[config.mk]
export PLATFORM = sky130hd
export DESIGN_NAME = alu_op_sequencer
export DESIGN_NICKNAME = d
export VERILOG_FILES = /design/src/rtl/alu_op_sequencer.sv
export SDC_FILE = /design/constraint.sdc
export NUM_CORES = 1
export LEC_CHECK = 0
export CAP_MARGIN = 20
export CORE_ASPECT_RATIO = 1.25
export CORE_MARGIN = 2
export CORE_UTILIZATION = 55
export CTS_CLUSTER_SIZE = 25
export DETAILED_ROUTE_END_ITERATION = 7
export PLACE_DENSITY = 0.78
export RECOVER_POWER = 25
export SLEW_MARGIN = 20
export SYNTH_ARGS = -nofsm -noshare
export SYNTH_HDL_FRONTEND = slang
export SYNTH_SLANG_ARGS = --single-unit
[constraint.sdc]
create_clock -name clock -period 6.6 [get_ports clock]
set_input_delay 1.98 -clock clock [delete_from_list [all_inputs] [get_ports clock]]
set_output_delay 1.98 -clock clock [all_outputs]
set_load 0.05 [all_outputs]
[src/rtl/alu_op_sequencer.sv]
// Issue controller for the small integer ALU.
// Single-cycle logic/shift/add-sub plus iterative shift-add MUL and restoring DIV.
module alu_op_sequencer #(
    parameter int WIDTH = 4
) (
    input  logic             clock,
    input  logic             reset,
    input  logic             in_valid,
    output logic             in_ready,
    input  logic [3:0]       opcode,
    input  logic [WIDTH-1:0] op_a,
    input  logic [WIDTH-1:0] op_b,
    output logic             out_valid,
    input  logic             out_ready,
    output logic [WIDTH-1:0] result_lo,
    output logic [WIDTH-1:0] result_hi,
    output logic             carry,
    output logic             div_by_zero,
    output logic             illegal_op
);

    localparam int CW = (WIDTH > 1) ? $clog2(WIDTH) : 1;

    localparam logic [3:0] OP_MUL = 4'd13;
    localparam logic [3:0] OP_DIV = 4'd14;

    // EXEC is the one cycle in which the latched operands are evaluated
    typedef enum logic [1:0] {IDLE, EXEC, ITER, DONE} state_e;

    state_e           state_q, state_d;
    logic [3:0]       op_q, op_d;
    logic [WIDTH-1:0] a_q, a_d;
    logic [WIDTH-1:0] b_q, b_d;
    logic [CW-1:0]    cnt_q, cnt_d;
    logic [WIDTH-1:0] acc_q, acc_d;
    logic [WIDTH-1:0] mq_q, mq_d;
    logic [WIDTH-1:0] lo_q, lo_d;
    logic [WIDTH-1:0] hi_q, hi_d;
    logic             carry_q, carry_d;
    logic             dbz_q, dbz_d;
    logic             ill_q, ill_d;

    logic [WIDTH:0]   ext_a, ext_b, cin_w;
    logic [WIDTH:0]   arith;
    logic [WIDTH:0]   sum_w;
    logic [WIDTH:0]   rem_sh;

    assign ext_a = {1'b0, a_q};
    assign ext_b = {1'b0, b_q};
    assign cin_w = {{WIDTH{1'b0}}, carry_q};

    assign in_ready    = (state_q == IDLE);
    assign out_valid   = (state_q == DONE);
    assign result_lo   = lo_q;
    assign result_hi   = hi_q;
    assign carry       = carry_q;
    assign div_by_zero = dbz_q;
    assign illegal_op  = ill_q;

    // Next-state, datapath step and result loading
    always_comb begin
        state_d = state_q;
        op_d    = op_q;
        a_d     = a_q;
        b_d     = b_q;
        cnt_d   = cnt_q;
        acc_d   = acc_q;
        mq_d    = mq_q;
        lo_d    = lo_q;
        hi_d    = hi_q;
        carry_d = carry_q;
        dbz_d   = dbz_q;
        ill_d   = ill_q;
        arith   = '0;
        sum_w   = '0;
        rem_sh  = '0;
        unique case (state_q)
            IDLE: begin
                if (in_valid) begin
                    op_d  = opcode;
                    a_d   = op_a;
                    b_d   = op_b;
                    cnt_d = '0;
                    acc_d = '0;
                    mq_d  = (opcode == OP_MUL) ? op_b : op_a;
                    if (opcode == OP_MUL ||
                        (opcode == OP_DIV && op_b != '0))
                        state_d = ITER;
                    else
                        state_d = EXEC;
                end
            end
            EXEC: begin
                lo_d    = '0;
                hi_d    = '0;
                dbz_d   = 1'b0;
                ill_d   = 1'b0;
                state_d = DONE;
                case (op_q)
                    4'd0: lo_d = a_q & b_q;
                    4'd1: lo_d = ~(a_q & b_q);
                    4'd2: lo_d = a_q | b_q;
                    4'd3: lo_d = ~(a_q | b_q);
                    4'd4: lo_d = a_q ^ b_q;
                    4'd5: lo_d = ~(a_q ^ b_q);
                    4'd6: lo_d = ~a_q;
                    4'd7: lo_d = a_q << 1;
                    4'd8: lo_d = a_q >> 1;
                    4'd9, 4'd10, 4'd11, 4'd12: begin
                        unique case (op_q)
                            4'd9:    arith = ext_a + ext_b;
                            4'd10:   arith = ext_a + ext_b + cin_w;
                            4'd11:   arith = ext_a - ext_b;
                            default: arith = ext_a - ext_b - cin_w;
                        endcase
                        lo_d    = arith[WIDTH-1:0];
                        carry_d = arith[WIDTH];
                    end
                    OP_DIV:  dbz_d = 1'b1;
                    default: ill_d = 1'b1;
                endcase
            end
            ITER: begin
                if (op_q == OP_MUL) begin
                    sum_w = {1'b0, acc_q} + (mq_q[0] ? ext_a : '0);
                    {acc_d, mq_d} = {sum_w, mq_q[WIDTH-1:1]};
                end else begin
                    rem_sh = {acc_q, mq_q[WIDTH-1]};
                    if (rem_sh >= ext_b) begin
                        acc_d = WIDTH'(rem_sh - ext_b);
                        mq_d  = (mq_q << 1) | WIDTH'(1);
                    end else begin
                        acc_d = rem_sh[WIDTH-1:0];
                        mq_d  = mq_q << 1;
                    end
                end
                cnt_d = cnt_q + CW'(1);
                if (cnt_q == CW'(WIDTH - 1)) begin
                    lo_d    = mq_d;
                    hi_d    = acc_d;
                    dbz_d   = 1'b0;
                    ill_d   = 1'b0;
                    cnt_d   = '0;
                    state_d = DONE;
                end
            end
            DONE: begin
                if (out_ready)
                    state_d = IDLE;
            end
            default: state_d = IDLE;
        endcase
    end

    // State and datapath registers; reset aborts any operation in flight
    always_ff @(posedge clock or negedge reset) begin
        if (!reset) begin
            state_q <= IDLE;
            op_q    <= '0;
            a_q     <= '0;
            b_q     <= '0;
            cnt_q   <= '0;
            acc_q   <= '0;
            mq_q    <= '0;
            lo_q    <= '0;
            hi_q    <= '0;
            carry_q <= 1'b0;
            dbz_q   <= 1'b0;
            ill_q   <= 1'b0;
        end else begin
            state_q <= state_d;
            op_q    <= op_d;
            a_q     <= a_d;
            b_q     <= b_d;
            cnt_q   <= cnt_d;
            acc_q   <= acc_d;
            mq_q    <= mq_d;
            lo_q    <= lo_d;
            hi_q    <= hi_d;
            carry_q <= carry_d;
            dbz_q   <= dbz_d;
            ill_q   <= ill_d;
        end
    end

endmodule

==> summary.md <==
| Metric | Value |
|---|---|
| Status | finished, violations left |
| Failing checks | capacitance limit, slew limit |
| Antenna Violating Nets Remaining | 0 |
| Number of flops mapped to enable cells by yosys | 0 |
| Worst EP arrival | 2.31 ns |
| Depth of the CTS H-tree | 2 |
| Clock Latency Late Sink | 0.29 ns |
| CP Launch Type | flip-flop |
| Hpwl dp | ~6100 um |
| Synth Cell Area | 0.00323 sq mm |
| Worst-path clk slew | 0.07 ns |
| Largest cells by area after synthesis | dfrtp_1 27%, ha_1 12%, mux2_2 6.3% |
| Die Span Y | 89.6 um |
| Largest net degree at the start of global routing | 36 |
| Clock Skew | 0.00356 ns |
| Buffers plus inverters on the worst setup path | 2 |
| Slew headroom | -26.8% |
| Routed Wire Length | around 8200 um |
| Crit path max-delay family | buffers and inverters |
| Die Width | 72.5 um |
| Crit-path max cell delay | between 0.9 and 1 ns |
| Worst path required time | 4.62 ns |
| Crit-path cells | inv_1 > ha_1 > clkdlybuf4s50_1 |
| Initial Util | 56.2% |
| Hold Path Depth | 2 |
| CTS tree | done |
| Vias in the first global route | 2791 |
| Async SR Flop Fraction | 100% |
| Internal reg-to-reg setup slack | 3.87 ns |
| Tcrit/Tclk final | 65.0% |
| Mapped Cells | 364 |
| GP Congestion | roughly 0.91 |
| Seq/Total Area, Yosys | 27.1% |
| Critical Path End Type | output port |
| I/O pin cnt | 29 |
| Worst R2R End | acc_q[3]$_DFFE_PN0P_ |
| Tot GR Track Use | a little over a quarter |
| Worst path slowest cell | clkdlybuf4s50_1 |
| Setup bufs post-CTS | 0 |
| Peak Freq | 233 MHz |
| Unrepaired setup endpoints after global routing | false |
| Worst-margin pin slew | about 1.9 ns |
| Post-synth top area cell | dfrtp_1 |
| Final setup viols | 0 |
| Clock Tree Root | clkbuf_8 |
| Max Slew Vio Count | 36 |
| Detailed Routing Iterations Pass 1 | 5 |
| Count leader, synth | dfrtp_1 |
| Drt drc | 0 |
| Initial antenna violation count | 0 |
| YS warnings | 0 |
| Crit-path max FO | 20 |
| Hold Crit Start | result_hi[2]$_DFFE_PN0P_ |
| Layout cell share with drive strength beyond 1 | 8.66% |
| Crit path time final | 4.29 ns |
| Synth-to-layout area growth | 10.5% |
| Reg2Reg Depth | 8 |
| Iter 0 DRT Violations | 234 |
| Max Cap Viol | 1 |
| Worst hold-check path type | reg -> reg |
| Top_reg_cell synth | dfrtp_1 |
| Post-cts sizing count | 0 |
| Avg Inst Size Synth | 8.86 sq um |
| Core area | 0.00574 sq mm |
| Synth top area share | 27.1% |
| Port Buffers | 28 |
| Post-synth top cells | 35 x dfrtp_1, 30 x ha_1, 23 x nor2_1 |
| Vias per cell | 6.24 |
| Global-route wire length before repair | between 10000 and 15000 um |
| Launch point of the worst reg-to-reg path | b_q[1]$_DFFE_PN0P_ |
| Rows | 31 |
| Total CTS buffers | 5 |
| Antenna diodes | 0 |
| Hold Vio Cnt, Final | 0 |
| Drt wl/cell | 18.4 um |
| Fillers | 521 |
| Synth Net Count | 414 |
| CTS max path bufs | 2 |
| Hold Path End | result_hi[2]$_DFFE_PN0P_ |
| Netlist cell types | 58 |
| Vias | 2790 |
| Setup TNS | 0 ns |
| Cts hold-fix bufs | 0 |
| Die area | 0.00650 sq mm |
| Synth Register Bits | 35 |
| Nets | 430 |
| Sink Count | 35 |
| Critical setup path kind | reg -> out |
| Gr ovfl total | 0 |
registers in the layout, summed over array words and instances (netlist names):
| name | flops |
|---|---|
| a_q | 4 |
| acc_q | 4 |
| b_q | 4 |
| mq_q | 4 |
| op_q | 4 |
| result_hi | 4 |
| result_lo | 4 |
| cnt_q | 2 |
| state_q | 2 |
| carry | 1 |
| div_by_zero | 1 |
| illegal_op | 1 |
placed cells by master (no fill, tap or decap), types with 4 or more instances in the layout:
master / synthesis / routed
a21oi_1: 21 / 21
clkdlybuf4s50_1: 0 / 27
fa_1: 4 / 4
xnor2_1: 9 / 9
clkbuf_8: 1 / 5
nand3_1: 8 / 8
inv_1: 20 / 20
o211ai_1: 6 / 6
nor2_1: 23 / 23
mux2_2: 18 / 18
nor2b_1: 7 / 7
nand2b_1: 13 / 13
and2_1: 7 / 6
nor3b_1: 4 / 4
nand2_1: 22 / 22
a31oi_1: 3 / 4
ha_1: 30 / 30
xor2_1: 4 / 4
dfrtp_1: 35 / 35
a211oi_1: 9 / 9
a21o_1: 7 / 7
o21ai_0: 21 / 21
nor3_1: 10 / 10
mux2i_1: 12 / 12
o22ai_1: 6 / 6
cell type report:
cell class / count / area, sq um / share of cell area, %
Tap cell: 66 / 82.6 / 2.32
Clock buffer: 7 / 76.3 / 2.14
Timing Repair Buffer: 29 / 284 / 7.97
Clock inverter: 1 / 5.00 / 0.140
Inverter: 21 / 78.8 / 2.21
Multi-Input combinational cell: 288 / 2160 / 60.7
Sequential cell: 35 / 876 / 24.6
worst min-delay path, stage by stage, from the launching register on:
cell	delay, ns
dfrtp_1	0.35
nand2_1	0.05
o21ai_0	0.06
worst max-delay path by stage:
stage / start / endpoint / slack [ns] / cells after the start
global route: state_q[0]$_DFFE_PN0P_ / in_ready / 2.20 / 3
CTS: state_q[0]$_DFFE_PN0P_ / in_ready / 2.32 / 3
floorplan: in_valid / a_q[0]$_DFFE_PN0P_ / 3.56 / 4
global placement: state_q[0]$_DFFE_PN0P_ / in_ready / 2.68 / 3
detailed placement: state_q[0]$_DFFE_PN0P_ / in_ready / 2.64 / 3
finish: state_q[0]$_DFFE_PN0P_ / in_ready / 2.31 / 3
through the flow:
step	instance area, sq um	worst slack [ns]	hold slack [ns]	std cells	utilization [%]
floorplan	3230	3.56	0.501	364	-
global route	3560	2.20	0.535	447	62.1
finish	3560	2.31	0.491	447	62.1
detailed placement	3490	2.64	0.476	439	60.9
global placement	3490	2.68	0.468	439	60.9
CTS	3570	2.32	0.496	447	62.3
metal layers:
metal  vias up  share of wire [%]  global-route usage (%)
li1       1337                  -                       -
met1      1371                 42                    32.2
met2        68                 53                    50.3
met3        14                2.6                    2.90
met4         0                2.2                    10.8
met5         -                  0                       0
kinds of logic after synthesis:
| logic type | Yosys count | share of synthesized area [%] |
|---|---|---|
| compound gates | 104 | 22.0 |
| xor+xnor | 13 | 3.53 |
| fa+ha+maj | 34 | 14.1 |
| buf+inv | 41 | 5.66 |
| flops | 35 | 27.1 |
| mux | 30 | 10.0 |
| simple gates | 107 | 17.5 |
Power is left out: the tool's default activity adds up to more than one toggle a clock period on the data nets, which glitch-free logic cannot reach.
